==> config.mk <==
export PLATFORM = sky130hd
export DESIGN_NAME = mic_sample_decimator
export DESIGN_NICKNAME = d
export VERILOG_FILES = /design/src/rtl/mic_sample_decimator_pkg.sv /design/src/rtl/mic_sample_decimator_sync_fifo.sv /design/src/rtl/mic_sample_decimator.sv
export SDC_FILE = /design/constraint.sdc
export NUM_CORES = 1
export LEC_CHECK = 0
export BUFFER_PORTS_ARGS = -buffer_cell sky130_fd_sc_hd__buf_2
export CAP_MARGIN = 20
export CORE_AREA = 2 2 179 137
export DETAILED_ROUTE_END_ITERATION = 6
export DIE_AREA = 0 0 181 139
export GPL_TIMING_DRIVEN = 0
export PLACE_DENSITY_LB_ADDON = 0.25
export SKIP_CTS_REPAIR_TIMING = 1
export SLEW_MARGIN = 20
export SYNTH_ARGS = -nofsm -noshare
export SYNTH_HDL_FRONTEND = slang
export SYNTH_SLANG_ARGS = --single-unit
==> constraint.sdc <==
create_clock -name clk_i -period 8.65 [get_ports clk_i]
set_clock_uncertainty 0.05 [all_clocks]
set_input_delay 0.865 -clock clk_i [delete_from_list [all_inputs] [get_ports clk_i]]
set_output_delay 0.865 -clock clk_i [all_outputs]
set_load 0.05 [all_outputs]
==> src/rtl/mic_sample_decimator_pkg.sv <==
// Shared definitions for the microphone decimation path: the audio sample
// width, the default decimation limits and the pick/average mode encoding.
package mic_sample_decimator_pkg;

   localparam int AUDIO_DATA_W       = 16;
   localparam int DEFAULT_MAX_LOG2   = 4;
   localparam int DEFAULT_FIFO_DEPTH = 16;

   typedef enum logic {
      MODE_PICK = 1'b0,
      MODE_AVG  = 1'b1
   } decimMode_t;

   // Limits a requested decimation exponent to the largest one the
   // counter and accumulator were sized for.
   function automatic int clampLog2(input int k, input int maxLog2);
      return (k > maxLog2) ? maxLog2 : k;
   endfunction

endpackage

==> src/rtl/mic_sample_decimator_sync_fifo.sv <==
// Show-ahead synchronous FIFO. The head word is kept in a register so the
// output holds its last value once the FIFO drains, and a write into a full
// FIFO is accepted when a pop frees a slot on the same edge.
module sync_fifo #(
   parameter int WIDTH   = 16,
   parameter int DEPTH   = 16,
   parameter int LEVEL_W = $clog2(DEPTH + 1)
) (
   input  logic               clk_i,
   input  logic               rst_i,
   input  logic               wr_en,
   input  logic [WIDTH-1:0]   wr_data,
   input  logic               rd_en,
   output logic [WIDTH-1:0]   rd_data,
   output logic [LEVEL_W-1:0] level,
   output logic               full,
   output logic               empty
);

   localparam int                 PTR_W      = $clog2(DEPTH);
   localparam logic [PTR_W-1:0]   PTR_ONE    = 1;
   localparam logic [LEVEL_W-1:0] LEVEL_ONE  = 1;
   localparam logic [LEVEL_W-1:0] LEVEL_FULL = LEVEL_W'(DEPTH);

   logic [WIDTH-1:0]   r_mem [DEPTH];
   logic [PTR_W-1:0]   r_wrPtr;
   logic [PTR_W-1:0]   r_rdPtr;
   logic [LEVEL_W-1:0] r_level;
   logic [WIDTH-1:0]   r_head;

   logic w_pop;
   logic w_push;
   logic w_full;
   logic w_empty;

   // A pop needs data present; a push needs room, or a pop on the same edge
   always_comb begin
      w_empty = (r_level == '0);
      w_full  = (r_level == LEVEL_FULL);
      w_pop   = rd_en & ~w_empty;
      w_push  = wr_en & (~w_full | w_pop);
   end

   // Storage array; contents need no reset because the level guards reads
   always_ff @(posedge clk_i) begin
      if (w_push) begin
         r_mem[r_wrPtr] <= wr_data;
      end
   end

   // Pointer and occupancy bookkeeping
   always_ff @(posedge clk_i) begin
      if (rst_i) begin
         r_wrPtr <= '0;
         r_rdPtr <= '0;
         r_level <= '0;
      end else begin
         if (w_push) begin
            r_wrPtr <= r_wrPtr + PTR_ONE;
         end
         if (w_pop) begin
            r_rdPtr <= r_rdPtr + PTR_ONE;
         end
         case ({w_push, w_pop})
            2'b10:   r_level <= r_level + LEVEL_ONE;
            2'b01:   r_level <= r_level - LEVEL_ONE;
            default: r_level <= r_level;
         endcase
      end
   end

   // Head register: advance to the next stored word on a pop, load the
   // incoming word when it becomes the only entry, otherwise hold
   always_ff @(posedge clk_i) begin
      if (rst_i) begin
         r_head <= '0;
      end else if (w_pop && (r_level > LEVEL_ONE)) begin
         r_head <= r_mem[r_rdPtr + PTR_ONE];
      end else if (w_push && ((r_level == '0) || (w_pop && (r_level == LEVEL_ONE)))) begin
         r_head <= wr_data;
      end
   end

   assign rd_data = r_head;
   assign level   = r_level;
   assign full    = w_full;
   assign empty   = w_empty;

endmodule

==> src/rtl/mic_sample_decimator.sv <==
// Reduces the PCM stream from the PDM filter by a runtime power-of-two
// factor, either keeping the last sample of each group or averaging the
// group, and queues results in a FIFO for stallable consumers.
module mic_sample_decimator
   import mic_sample_decimator_pkg::*;
#(
   parameter int DATA_W     = AUDIO_DATA_W,
   parameter int MAX_LOG2   = DEFAULT_MAX_LOG2,
   parameter int FIFO_DEPTH = DEFAULT_FIFO_DEPTH
) (
   input  logic                            clk_i,
   input  logic                            rst_i,
   input  logic                            enable_i,
   input  logic                            mode_i,
   input  logic [2:0]                      decim_log2_i,
   input  logic                            clr_ovf_i,
   input  logic                            fs_i,
   input  logic [DATA_W-1:0]               data_i,
   output logic                            out_valid_o,
   output logic [DATA_W-1:0]               out_data_o,
   input  logic                            out_ready_i,
   output logic [$clog2(FIFO_DEPTH+1)-1:0] level_o,
   output logic                            overflow_o
);

   localparam int                  KW      = $clog2(MAX_LOG2 + 1);
   localparam int                  ACC_W   = DATA_W + MAX_LOG2;
   localparam int                  LEVEL_W = $clog2(FIFO_DEPTH + 1);
   localparam logic [MAX_LOG2-1:0] CNT_ONE = 1;
   localparam logic [MAX_LOG2:0]   SIZE_ONE = 1;

   logic                      r_fsQ;
   logic                      r_fsQq;
   logic signed [DATA_W-1:0]  r_dataQ;
   decimMode_t                r_mode;
   logic [KW-1:0]             r_k;
   logic [MAX_LOG2-1:0]       r_cnt;
   logic signed [ACC_W-1:0]   r_acc;
   logic                      r_overflow;

   logic                      w_rise;
   logic                      w_groupStart;
   logic [KW-1:0]             w_kReq;
   logic [KW-1:0]             w_kEff;
   decimMode_t                w_modeEff;
   logic [MAX_LOG2:0]         w_groupSize;
   logic [MAX_LOG2-1:0]       w_lastCnt;
   logic                      w_final;
   logic signed [ACC_W-1:0]   w_sample;
   logic signed [ACC_W-1:0]   w_sum;
   logic signed [ACC_W-1:0]   w_shifted;
   logic [DATA_W-1:0]         w_result;
   logic                      w_wrEn;
   logic                      w_full;
   logic                      w_empty;
   logic                      w_drop;

   // Strobe edge detection and sample alignment: data is delayed by one
   // cycle so it lines up with the detected rising edge
   always_ff @(posedge clk_i) begin
      if (rst_i) begin
         r_fsQ   <= 1'b0;
         r_fsQq  <= 1'b0;
         r_dataQ <= '0;
      end else begin
         r_fsQ   <= fs_i;
         r_fsQq  <= r_fsQ;
         r_dataQ <= data_i;
      end
   end

   // Group arithmetic. The first sample of a group uses the live config
   // inputs (that is the moment they get latched); later samples use the
   // latched copy so mid-group changes wait for the next group.
   always_comb begin
      w_rise       = r_fsQ & ~r_fsQq;
      w_groupStart = (r_cnt == '0);
      w_kReq       = KW'(clampLog2(int'(decim_log2_i), MAX_LOG2));
      w_kEff       = w_groupStart ? w_kReq : r_k;
      w_modeEff    = w_groupStart ? decimMode_t'(mode_i) : r_mode;
      w_groupSize  = SIZE_ONE << w_kEff;
      w_lastCnt    = w_groupSize[MAX_LOG2-1:0] - CNT_ONE;
      w_final      = (r_cnt == w_lastCnt);
      w_sample     = {{MAX_LOG2{r_dataQ[DATA_W-1]}}, r_dataQ};
      w_sum        = w_groupStart ? w_sample : (r_acc + w_sample);
      w_shifted    = w_sum >>> w_kEff;
      w_result     = (w_modeEff == MODE_AVG) ? w_shifted[DATA_W-1:0] : r_dataQ;
      w_wrEn       = enable_i & w_rise & w_final;
      w_drop       = w_wrEn & w_full & ~out_ready_i;
   end

   // Group counter, accumulator and config latch; disabling capture
   // discards any partial group
   always_ff @(posedge clk_i) begin
      if (rst_i) begin
         r_cnt  <= '0;
         r_acc  <= '0;
         r_k    <= '0;
         r_mode <= MODE_PICK;
      end else if (!enable_i) begin
         r_cnt <= '0;
         r_acc <= '0;
      end else if (w_rise) begin
         if (w_groupStart) begin
            r_k    <= w_kReq;
            r_mode <= decimMode_t'(mode_i);
         end
         r_cnt <= w_final ? '0 : (r_cnt + CNT_ONE);
         r_acc <= w_sum;
      end
   end

   // Sticky overflow flag; a new drop outranks a clear on the same edge
   always_ff @(posedge clk_i) begin
      if (rst_i) begin
         r_overflow <= 1'b0;
      end else if (w_drop) begin
         r_overflow <= 1'b1;
      end else if (clr_ovf_i) begin
         r_overflow <= 1'b0;
      end
   end

   sync_fifo #(
      .WIDTH   (DATA_W),
      .DEPTH   (FIFO_DEPTH),
      .LEVEL_W (LEVEL_W)
   ) u_fifo (
      .clk_i   (clk_i),
      .rst_i   (rst_i),
      .wr_en   (w_wrEn),
      .wr_data (w_result),
      .rd_en   (out_ready_i),
      .rd_data (out_data_o),
      .level   (level_o),
      .full    (w_full),
      .empty   (w_empty)
   );

   assign out_valid_o = ~w_empty;
   assign overflow_o  = r_overflow;

endmodule

==> metrics, run 1 <==
total gr overflow=0; max_slew headroom=21.3%; peak supply drop=0.202 mV; via/cell ratio=6.99; CTS H-tree lvls=1; layout cells sized above 1=17.9%; Sw Pwr=1.19 mW; async set-reset flop share out of synthesis=0%; # fillers=1,531; initial antenna violation count=0; count leader, synth=edfxtp_1; setup tns final=0 ns; reg-to-reg startpoint=r_cnt[0]; first-pass GRT wire length=63,300 um; synthesized area per cell=13.3 um^2; FMAX=172 MHz; global placer's final weighted congestion=1.00; top-area cell type share of the netlist area=49.5%; die height=139 um; Clock Path Buffers=3; Unique masters post-synth=73; antenna-violating nets left=0; Critical Path End Type=register; Hold Fails Final Rpt=0; Hold Startpoint=r_acc[12]; CTS tree=done; Final setup viols=0; Hold Crit Depth=2; worst slew pin tran=1.18 ns; drc violations=0; P_int=2.90 mW; critical path class=register to register; final WL=43,000 um; syn nets=1,223; CP Buf/Inv Count=4; Die Area=0.0252 mm^2; clock latency on the worst-skew pair=0.57 ns; largest net degree at the start of global routing=17; Synth area leaders=edfxtp_1, mux4_2, dfxtp_1; clock period minus worst slack=5.80 ns; Yosys top cell by area=edfxtp_1; CTS buffer count=31; Switching Fraction=29.0%; power share of the clock group=32.4%; Root Driver=clkbuf_16; FF+latch count, synth=332; nets=1,315; 1st-iter DRT viols=1,806; Placed Instances=1,530; leak pwr=5.88 nW; slowest stage delay, CP=0.71 ns; IO Port Bufs=48; EDFF count, synth=256; final core occ=73.7%; Max Cap Violations=0; PwrDens=236 mW/mm^2; Slowest cell on crit path=nor2_4; drt pass-1 iters=6; row count=49; outcome=completed; WHS=0.426 ns; sequential share of power=43.9%; Period Utilization, post-route=67.1%; crit path launch=r_cnt[0]; Final Power=4.09 mW; clk slew on worst S/H paths=0.06 ns; delay-heaviest family, CP=simple AND/OR/NAND/NOR gates; RSZ-0062 raised after global routing=no; Post-synth top cells=edfxtp_1, nor2_1, dfxtp_1; hold crit path type=register to register; CP Max Fanout=16; Critical Path AT=5.94 ns; Starting Density=66.0%; Worst Setup Start Kind=register; Max Slew Vio Count=0; Worst EP required=8.79 ns; GRT Util Overall=34.1%; Core Area=0.0235 mm^2; Non-Filler Instances=1,588; clock sink count=332; synth warn=0; area grow syn2layout=11.6%; total I/O pin count=49; Mapped Cells=1,165; HPWL after DPL=29,900 um; CP cell instances=inv_1 > ha_1 > nor3b_2 > mux2i_1 > clkbuf_1 > clkbuf_1 > nand3_1 > ha_1 > xor2_1 > nand2_1 > or4_4 > a31oi_4 > and3_1 > buf_4 > nand2_1 > nor2_4; WL per Instance=27.1 um; top_reg_cell synth=edfxtp_1; combinational fraction of design power=23.7%; post-synthesis sequential area ratio=59.3%; worst r2r path cells=16; n_diodes=0; via count=11,100; Post-Syn Area=0.0155 mm^2; number of global-route vias before repair=10,300; Chip Width=181 um; Worst path depth=16
[flip-flops by register name, indices dropped and copies added, names as in the netlist]
register / cells
r_acc: 20
r_cnt: 4
overflow_o: 1
u_fifo.r_wrPtr: 4
u_fifo.level: 5
r_k: 3
r_mode: 1
r_dataQ: 16
r_fsQq: 1
r_fsQ: 1
u_fifo.rd_data: 16
u_fifo.r_mem: 256
u_fifo.r_rdPtr: 4
[kinds of logic after synthesis]
group                      after synthesis  share of synthesized area [%]
AOI/OAI and AO/OA                      280                           12.6
and+or+nand+nor                        310                           9.96
DFF                                    332                           59.3
adders and majority gates               32                           2.63
xor gates and xnor gates                22                           1.24
muxes                                   96                           11.9
buffers and inverters                   93                           2.43
[per-stage QoR]
step                      instance area, um^2  setup WS (ns)
after floorplan                         15500           3.41
after global placement                  16200          0.960
after detailed placement                16400           2.96
after CTS                               17300           3.02
after global routing                    17300           2.53
final                                   17300           2.85
[final cells by class]
type,count,area (um^2),area share [%]
timing repair buffer,59,334,1.93
inverter,21,78.8,0.454
clock inverter,17,153,0.880
tap,306,383,2.21
sequential,332,9210,53.1
buffer,72,299,1.72
clock buffer,41,823,4.75
multi-input combinational,740,6060,35.0
[layout by cell type (no fill, tap or decap), types with 7 or more instances in the layout]
master / netlist / routed
a211o_1: 11 / 11
a211oi_1: 48 / 48
a21o_1: 13 / 13
a21oi_1: 55 / 55
a31oi_1: 17 / 17
and2_1: 11 / 11
buf_1: 9 / 9
buf_2: 11 / 59
buf_4: 2 / 10
clkbuf_1: 49 / 58
clkbuf_16: 0 / 31
dfxtp_1: 76 / 76
edfxtp_1: 256 / 256
ha_1: 31 / 31
inv_1: 20 / 20
mux2i_1: 20 / 20
mux4_2: 70 / 70
nand2_1: 74 / 74
nand2b_1: 14 / 14
nand3_1: 19 / 19
nor2_1: 90 / 78
nor2_4: 1 / 12
nor2b_1: 33 / 33
nor3_1: 20 / 16
o211ai_1: 17 / 17
o21a_1: 14 / 14
o21ai_0: 39 / 37
o22ai_1: 7 / 7
or3_1: 9 / 9
xnor2_1: 8 / 8
xor2_1: 14 / 14
[path summary, 6_finish.rpt]
check	slack, ns	end
setup / recovery	2.85	u_fifo.r_mem[7][13]
hold / removal	0.43	r_acc[12]
setup reg to reg	2.85	u_fifo.r_mem[7][13]
hold reg to reg	0.43	r_acc[12]
[layer usage]
metal	routed length, um	up-vias	global-route usage (%)
met5	0	-	0
met4	1030	0	7.70
met1	17600	5474	53.0
met2	17800	780	46.9
li1	-	4760	-
met3	6500	80	11.6
[power by group through the flow]
stage / clock network [mW] / registers [mW] / logic [mW]
global placement: 0 / 1.83 / 0.920
floorplan: 0 / 1.85 / 0.670
detailed placement: 0 / 1.83 / 0.945
finish: 1.32 / 1.80 / 0.971
CTS: 1.33 / 1.80 / 0.959
global route: 1.39 / 1.80 / 1.03
[worst reg2reg max path, stage by stage, from the launching register on]
cell,delay (ns)
dfxtp_1,0.37
inv_1,0.10
ha_1,0.18
nor3b_2,0.66
mux2i_1,0.33
clkbuf_1,0.54
clkbuf_1,0.48
nand3_1,0.16
ha_1,0.25
xor2_1,0.20
nand2_1,0.08
or4_4,0.43
a31oi_4,0.24
and3_1,0.19
buf_4,0.16
nand2_1,0.28
nor2_4,0.72
Note: power is estimated with default switching activity, not from simulation.
==> run 2: changes to the inputs <==
- ABC_AREA: not set -> 1
- CORE_AREA: 2 2 179 137 -> 2 2 186 142
- DIE_AREA: 0 0 181 139 -> 0 0 188 144
- clock period: 8.65 -> 5.4 ns (I/O delays scaled with it)
==> run 2 against run 1 <==
Core utilization shrank 4.7 points. Count of clock-buffer cells in the layout up 12. Sequential power rose by 61%. Power increased by 92%. Global-route usage is 1.1 points lower. Synthesized area shrank 0.32%. Critical path type unchanged. Largest power group unchanged.
==> metrics, run 2 <==
leak pwr=6.88 nW (+17%); Critical Path End Type=register; syn nets=1,681 (+37%); worst slew pin tran=0.927 ns (-0.249 ns); Max Cap Violations=0 (unchanged); final WL=44,300 um (+3.0%); PwrDens=447 mW/mm^2 (+89%); critical path class=register to register; post-synthesis sequential area ratio=59.5% (+0.19 points); most frequent cells in the layout=edfxtp_1, nand2_1, nor2_1, o21ai_0, nand3_1; synthesized area per cell=9.54 um^2 (-28%); CTS tree=done; IO Port Bufs=47 (-2.1%); clock period minus worst slack=4.24 ns (-1.56 ns); final core occ=69.0% (-4.7 points); # fillers=1,927 (+26%); global placer's final weighted congestion=0.969 (-3.5%); Core Area=0.0255 mm^2 (+8.1%); via count=12,700 (+14%); initial antenna violation count=0 (unchanged); Chip Width=188 um (+3.9%); async set-reset flop share out of synthesis=0% (unchanged); Switching Fraction=37.7% (+8.6 points); Period Utilization, post-route=78.6% (+11 points); Worst EP required=5.56 ns (-3.23 ns); Critical Path AT=4.40 ns (-1.54 ns); top-area cell type share of the netlist area=49.6% (+0.16 points); clock sink count=332 (unchanged); largest reg by FF count=u_fifo.r_mem; post-route setup slack=1.16 ns (-1.69 ns); total I/O pin count=49 (unchanged); Place WS=1.22 ns (-1.74 ns); layout cells sized above 1=10.1% (-7.9 points); Hold Fails Final Rpt=0 (unchanged); largest net degree at the start of global routing=18 (+1); RSZ-0062 raised after global routing=no; first-pass GRT wire length=67,100 um (+6.0%); FF+latch count, synth=332 (unchanged); Unique masters post-synth=39 (-47%); CTS H-tree lvls=2 (+1); drt pass-1 iters=7 (+1); Largest register FFs=256 (unchanged); Post-synth top cells=edfxtp_1, nand2_1, nor2_1; Clock Path Buffers=3 (unchanged); EDFF count, synth=256 (unchanged); Top Registers=u_fifo.r_mem: 256 flops, r_acc: 20 flops; Final Power=7.85 mW (+92%); sequential share of power=36.9% (-7.0 points); setup tns final=0 ns (unchanged); top_reg_cell synth=edfxtp_1; Root Driver=clkbuf_16; Final setup viols=0 (unchanged); number of global-route vias before repair=11,500 (+12%); synth warn=0 (unchanged); combinational fraction of design power=33.8% (+10 points); WL per Instance=21.1 um (-22%); Sw Pwr=2.96 mW (+150%); Post-Syn Area=0.0155 mm^2 (-0.32%); row count=51 (+4.1%); outcome=completed; count leader, synth=edfxtp_1; HPWL after DPL=32,200 um (+7.9%); Worst Setup Start Kind=register; leading cell type in the layout, fill and taps excluded=edfxtp_1; Max Slew Vio Count=0 (unchanged); die height=144 um (+3.6%); Synth area leaders=edfxtp_1, dfxtp_1, o21ai_0; power share of the clock group=29.3% (-3.1 points); WHS=0.174 ns (-0.252 ns); clock latency on the worst-skew pair=0.52 ns (-0.05 ns); 1st-iter DRT viols=1,991 (+10%); hold crit path type=primary input to register; GRT Util Overall=33.0% (-1.1 points); total gr overflow=0 (unchanged); clk slew on worst S/H paths=0.06 ns (about the same); FMAX=236 MHz (+37%); Starting Density=60.8% (-5.2 points); CTS buffer count=34 (+9.7%); CP Max Fanout=11 (-5); nets=1,784 (+36%); Die Area=0.0271 mm^2 (+7.6%); Mapped Cells=1,623 (+39%); antenna-violating nets left=0 (unchanged); max_slew headroom=38.2% (+17 points); peak supply drop=0.302 mV (+50%); area grow syn2layout=13.4%; drc violations=0 (unchanged); Yosys top cell by area=edfxtp_1; via/cell ratio=6.06 (-13%); P_int=4.89 mW (+68%); n_diodes=0 (unchanged)
==> run 2: path summary, 6_finish.rpt <==
path,from,endpoint,slack [ns],cells after the start
worst min-delay path,data_i[9],r_dataQ[9],0.17,3
worst max-delay path,r_cnt[0],u_fifo.r_mem[8][0],1.16,22
worst max register to register,r_cnt[0],u_fifo.r_mem[8][0],1.16,22
worst min register to register,r_fsQ,r_fsQq,0.38,2
==> run 2: logic make-up after synthesis <==
logic type | count (synthesis) | synth area share, %
simple gates | 652 | 18.0
compound gates | 365 | 13.3
flops | 332 | 59.5
buf+inv | 227 | 5.80
fa+ha+maj | 32 | 2.63
xor+xnor | 15 | 0.848
==> run 2: metrics by stage <==
| step | cell area (um^2) | cells |
|---|---|---|
| after floorplan | 15500 | 1623 |
| after global placement | 16200 | 2014 |
| final | 17600 | 2095 |
| after global routing | 17600 | 2095 |
| after detailed placement | 16500 | 2034 |
| after CTS | 17600 | 2095 |
==> run 2: critical path, cell delays in order (launching register included) <==
cell and delay (ns):
dfxtp_1 0.42, inv_1 0.09, ha_1 0.21, nand2_2 0.09, buf_6 0.17, nand2_1 0.11
nand2_4 0.17, inv_2 0.05, buf_2 0.20, nor2_1 0.15, nand2_1 0.11, ha_1 0.30
xnor2_1 0.12, a21oi_1 0.11, o21ai_1 0.08, nor2_1 0.12, nand2_1 0.12, inv_2 0.12
nand3_2 0.14, inv_1 0.18, nand2_1 0.19, nor2_2 0.39, buf_6 0.25
==> run 2: power by group through the flow <==
stage / combinational (mW) / clock [mW] / sequential (mW)
after floorplan: 1.57 / 0 / 3.00
after CTS: 2.57 / 2.30 / 2.89
after global placement: 2.48 / 0 / 2.95
after global routing: 2.87 / 2.41 / 2.90
after detailed placement: 2.55 / 0 / 2.95
final: 2.65 / 2.30 / 2.90
==> run 2: routing by layer <==
layer  vias up  share of wire, %  track usage (%)
li1       5875                 -                -
met1      5914                43             50.4
met2       826                41             46.9
met3        80                14             9.51
met4         0               1.8             6.92
met5         -                 0                0
==> run 2: area by class of cell <==
| cell class | instances | area (um^2) | area share (%) |
|---|---|---|---|
| plain buffers | 84 | 362 | 2.06 |
| clock buffers | 53 | 1060 | 6.02 |
| clock inverters | 8 | 45.0 | 0.257 |
| inverters | 143 | 537 | 3.06 |
| multi-input cells | 1064 | 5450 | 31.0 |
| flip-flops and latches | 332 | 9210 | 52.4 |
| well taps | 344 | 430 | 2.45 |
| repair buffers | 67 | 472 | 2.69 |
==> run 3: changes to the inputs <==
- ABC_AREA: 1 -> 0
- CORE_AREA: 2 2 186 142 -> 2 2 196 150
- DIE_AREA: 0 0 188 144 -> 0 0 198 152
- clock period: 5.4 -> 3.67 ns (I/O delays scaled with it)
==> run 3 against run 2 <==
The run now ends with negative hold slack, negative setup slack left. Die area is 11% higher. Highest routed layer unchanged. Cell count down 17%. First-iteration DRC count fell by 13%. Critical path depth down 3. Via count fell by 9.2%. Worst setup slack worse by 1.6 ns. Register-to-register slack got worse by 1.6 ns. Core utilization is 1.5 points lower. Largest cell class unchanged.
==> metrics, run 3 (synthesized netlist as in run 1, its figures left out) <==
antenna-violating nets left=0 (unchanged); nets=1,387 (-22%); WL per Instance=27.5 um (+30%); number of global-route vias before repair=10,100 (-12%); violated checks=negative hold slack, negative setup slack; peak supply drop=0.398 mV (+31%); r2r endpoint=u_fifo.r_mem[2][4]; Hold Crit Endpoint=r_dataQ[13]; row count=54 (+5.9%); GRT Util Overall=28.7% (-4.4 points); Post-DP Area=0.0167 mm^2 (+1.3%); area grow syn2layout=23.6%; critical path class=register to register; Largest register FFs=256 (unchanged); Top Registers=u_fifo.r_mem: 256 flops, r_acc: 20 flops; PwrDens=528 mW/mm^2 (+18%); RSZ-0062 raised after global routing=yes; 1st-iter DRT viols=1,735 (-13%); largest reg by FF count=u_fifo.r_mem; outcome=finished, violations left; largest net degree at the start of global routing=17 (-1); leading cell type in the layout, fill and taps excluded=edfxtp_1; Max Cap Violations=0 (unchanged); Chip Width=198 um (+5.3%); layout cells sized above 1=29.7% (+20 points); clock latency on the worst-skew pair=0.55 ns (+0.03 ns); Critical Path End Type=register; Hold Crit Depth=2 (-1); worst r2r path cells=19 (-14%); FMAX=245 MHz (+3.8%); drc violations=0 (unchanged); Die Area=0.0301 mm^2 (+11%); setup tns final=-83.34 ns (-83.34 ns); leak pwr=6.49 nW (-5.6%); Hold Startpoint=data_i[13]; clock period minus worst slack=4.09 ns (-0.155 ns); via/cell ratio=6.61 (+9.1%); Starting Density=54.6% (-6.2 points); total I/O pin count=49 (unchanged); clock sink count=332 (unchanged); Hold Fails Final Rpt=3 (+3); Worst Setup Start Kind=register; clk slew on worst S/H paths=0.07 ns (about the same); CTS tree=done; total gr overflow=0 (unchanged); final WL=48,000 um (+8.5%); first-pass GRT wire length=63,100 um (-5.9%); post-route setup slack=-0.419 ns (-1.57 ns); CTS H-tree lvls=2 (unchanged); reg-to-reg startpoint=r_cnt[0]; Final Power=10.1 mW (+29%); n_diodes=0 (unchanged); worst slew pin tran=1.05 ns (+0.121 ns); max_slew headroom=30.1% (-8.1 points); Max Slew Vio Count=0 (unchanged); Worst EP required=3.87 ns (-1.69 ns); R2R Setup Slk=-0.42 ns (-1.57 ns); IO Port Bufs=48 (+2.1%); drt pass-1 iters=6 (-1); hold crit path type=primary input to register; Clock Path Buffers=3 (unchanged); die height=152 um (+5.6%); CP Max Fanout=8 (-3); most frequent cells in the layout=edfxtp_1, nor2_1, dfxtp_1, mux4_2, nand2_1; via count=11,500 (-9.2%); CTS buffer count=34 (unchanged); initial antenna violation count=0 (unchanged); # fillers=1,941 (+0.73%); Final setup viols=296 (+296); Period Utilization, post-route=111% (+33 points); global placer's final weighted congestion=0.958 (-1.1%); design area=0.0192 mm^2 (+9.4%); HPWL after DPL=29,100 um (-9.7%); WHS=-0.00754 ns (-0.182 ns); Core Area=0.0284 mm^2 (+12%); Root Driver=clkbuf_16; Critical Path AT=4.28 ns (-0.12 ns)
## run 3: cell types whose count changed in the layout (fill, tap and decap cells not counted), moves of 35 or more
cell | previous run | this run
a211oi_1 | 0 | 43
buf_4 | 0 | 35
clkbuf_1 | 75 | 40
inv_1 | 137 | 13
mux4_2 | 0 | 70
nand2_1 | 236 | 68
nand3_1 | 149 | 17
nor2_1 | 210 | 75
o21ai_0 | 194 | 34
o22ai_1 | 45 | 6
## run 3: cell type report
class	count	area, um^2	share of cell area (%)
Sequential cell	332	9220	48.0
Timing Repair Buffer	126	1260	6.58
Tap cell	392	490	2.55
Timing Repair inverter	2	15.0	0.0782
Buffer	69	400	2.08
Inverter	21	96.3	0.502
Multi-Input combinational cell	743	6640	34.6
Clock buffer	40	895	4.66
Clock inverter	19	183	0.951
## run 3: worst max-delay path by stage
stage | end | startpoint
after floorplan | u_fifo.r_mem[1][0] | r_cnt[0]
after global placement | u_fifo.r_mem[0][3] | r_cnt[1]
after detailed placement | u_fifo.r_mem[1][14] | r_cnt[1]
after CTS | u_fifo.r_mem[0][3] | r_cnt[1]
after global routing | u_fifo.r_mem[2][4] | r_cnt[0]
final | u_fifo.r_mem[2][4] | r_cnt[0]
## run 3: layer usage
layer	wire length [um]	vias up	GRT usage, %	share of wire (%)
li1	-	4896	-	-
met1	19800	5648	46.3	41
met2	20200	856	37.1	42
met3	6470	127	8.12	13
met4	1560	0	8.88	3.2
met5	0	-	0	0
## run 3: through the flow
stage | util [%] | hold slack, ns | std cells | worst slack (ns)
after floorplan | - | 0.386 | 1165 | -0.535
after global placement | 58.6 | 0.396 | 1605 | -1.79
after detailed placement | 58.6 | 0.403 | 1606 | -1.89
after CTS | 62.4 | -0.00944 | 1665 | -1.90
after global routing | 67.5 | 0.000152 | 1744 | -0.534
final | 67.5 | -0.00754 | 1744 | -0.419
## run 3: power by group
| group | internal (mW) | switching [mW] |
|---|---|---|
| sequential | 4.16 | 0.0796 |
| clock | 1.91 | 1.51 |
| combinational | 1.05 | 1.43 |
## run 3: worst max-delay path: stages (launching register included)
cell and delay, ns:
dfxtp_4 0.37, inv_4 0.06, ha_4 0.13, or3b_4 0.42, a22oi_2 0.32, buf_8 0.15, buf_12 0.10, nand3_4 0.07
ha_4 0.17, xor2_2 0.14, nand2_1 0.07, or4_4 0.53, a31oi_4 0.15, and3_4 0.21, buf_12 0.13, buf_4 0.14
nand2_8 0.08, nor3_4 0.17, buf_6 0.18, buf_12 0.15
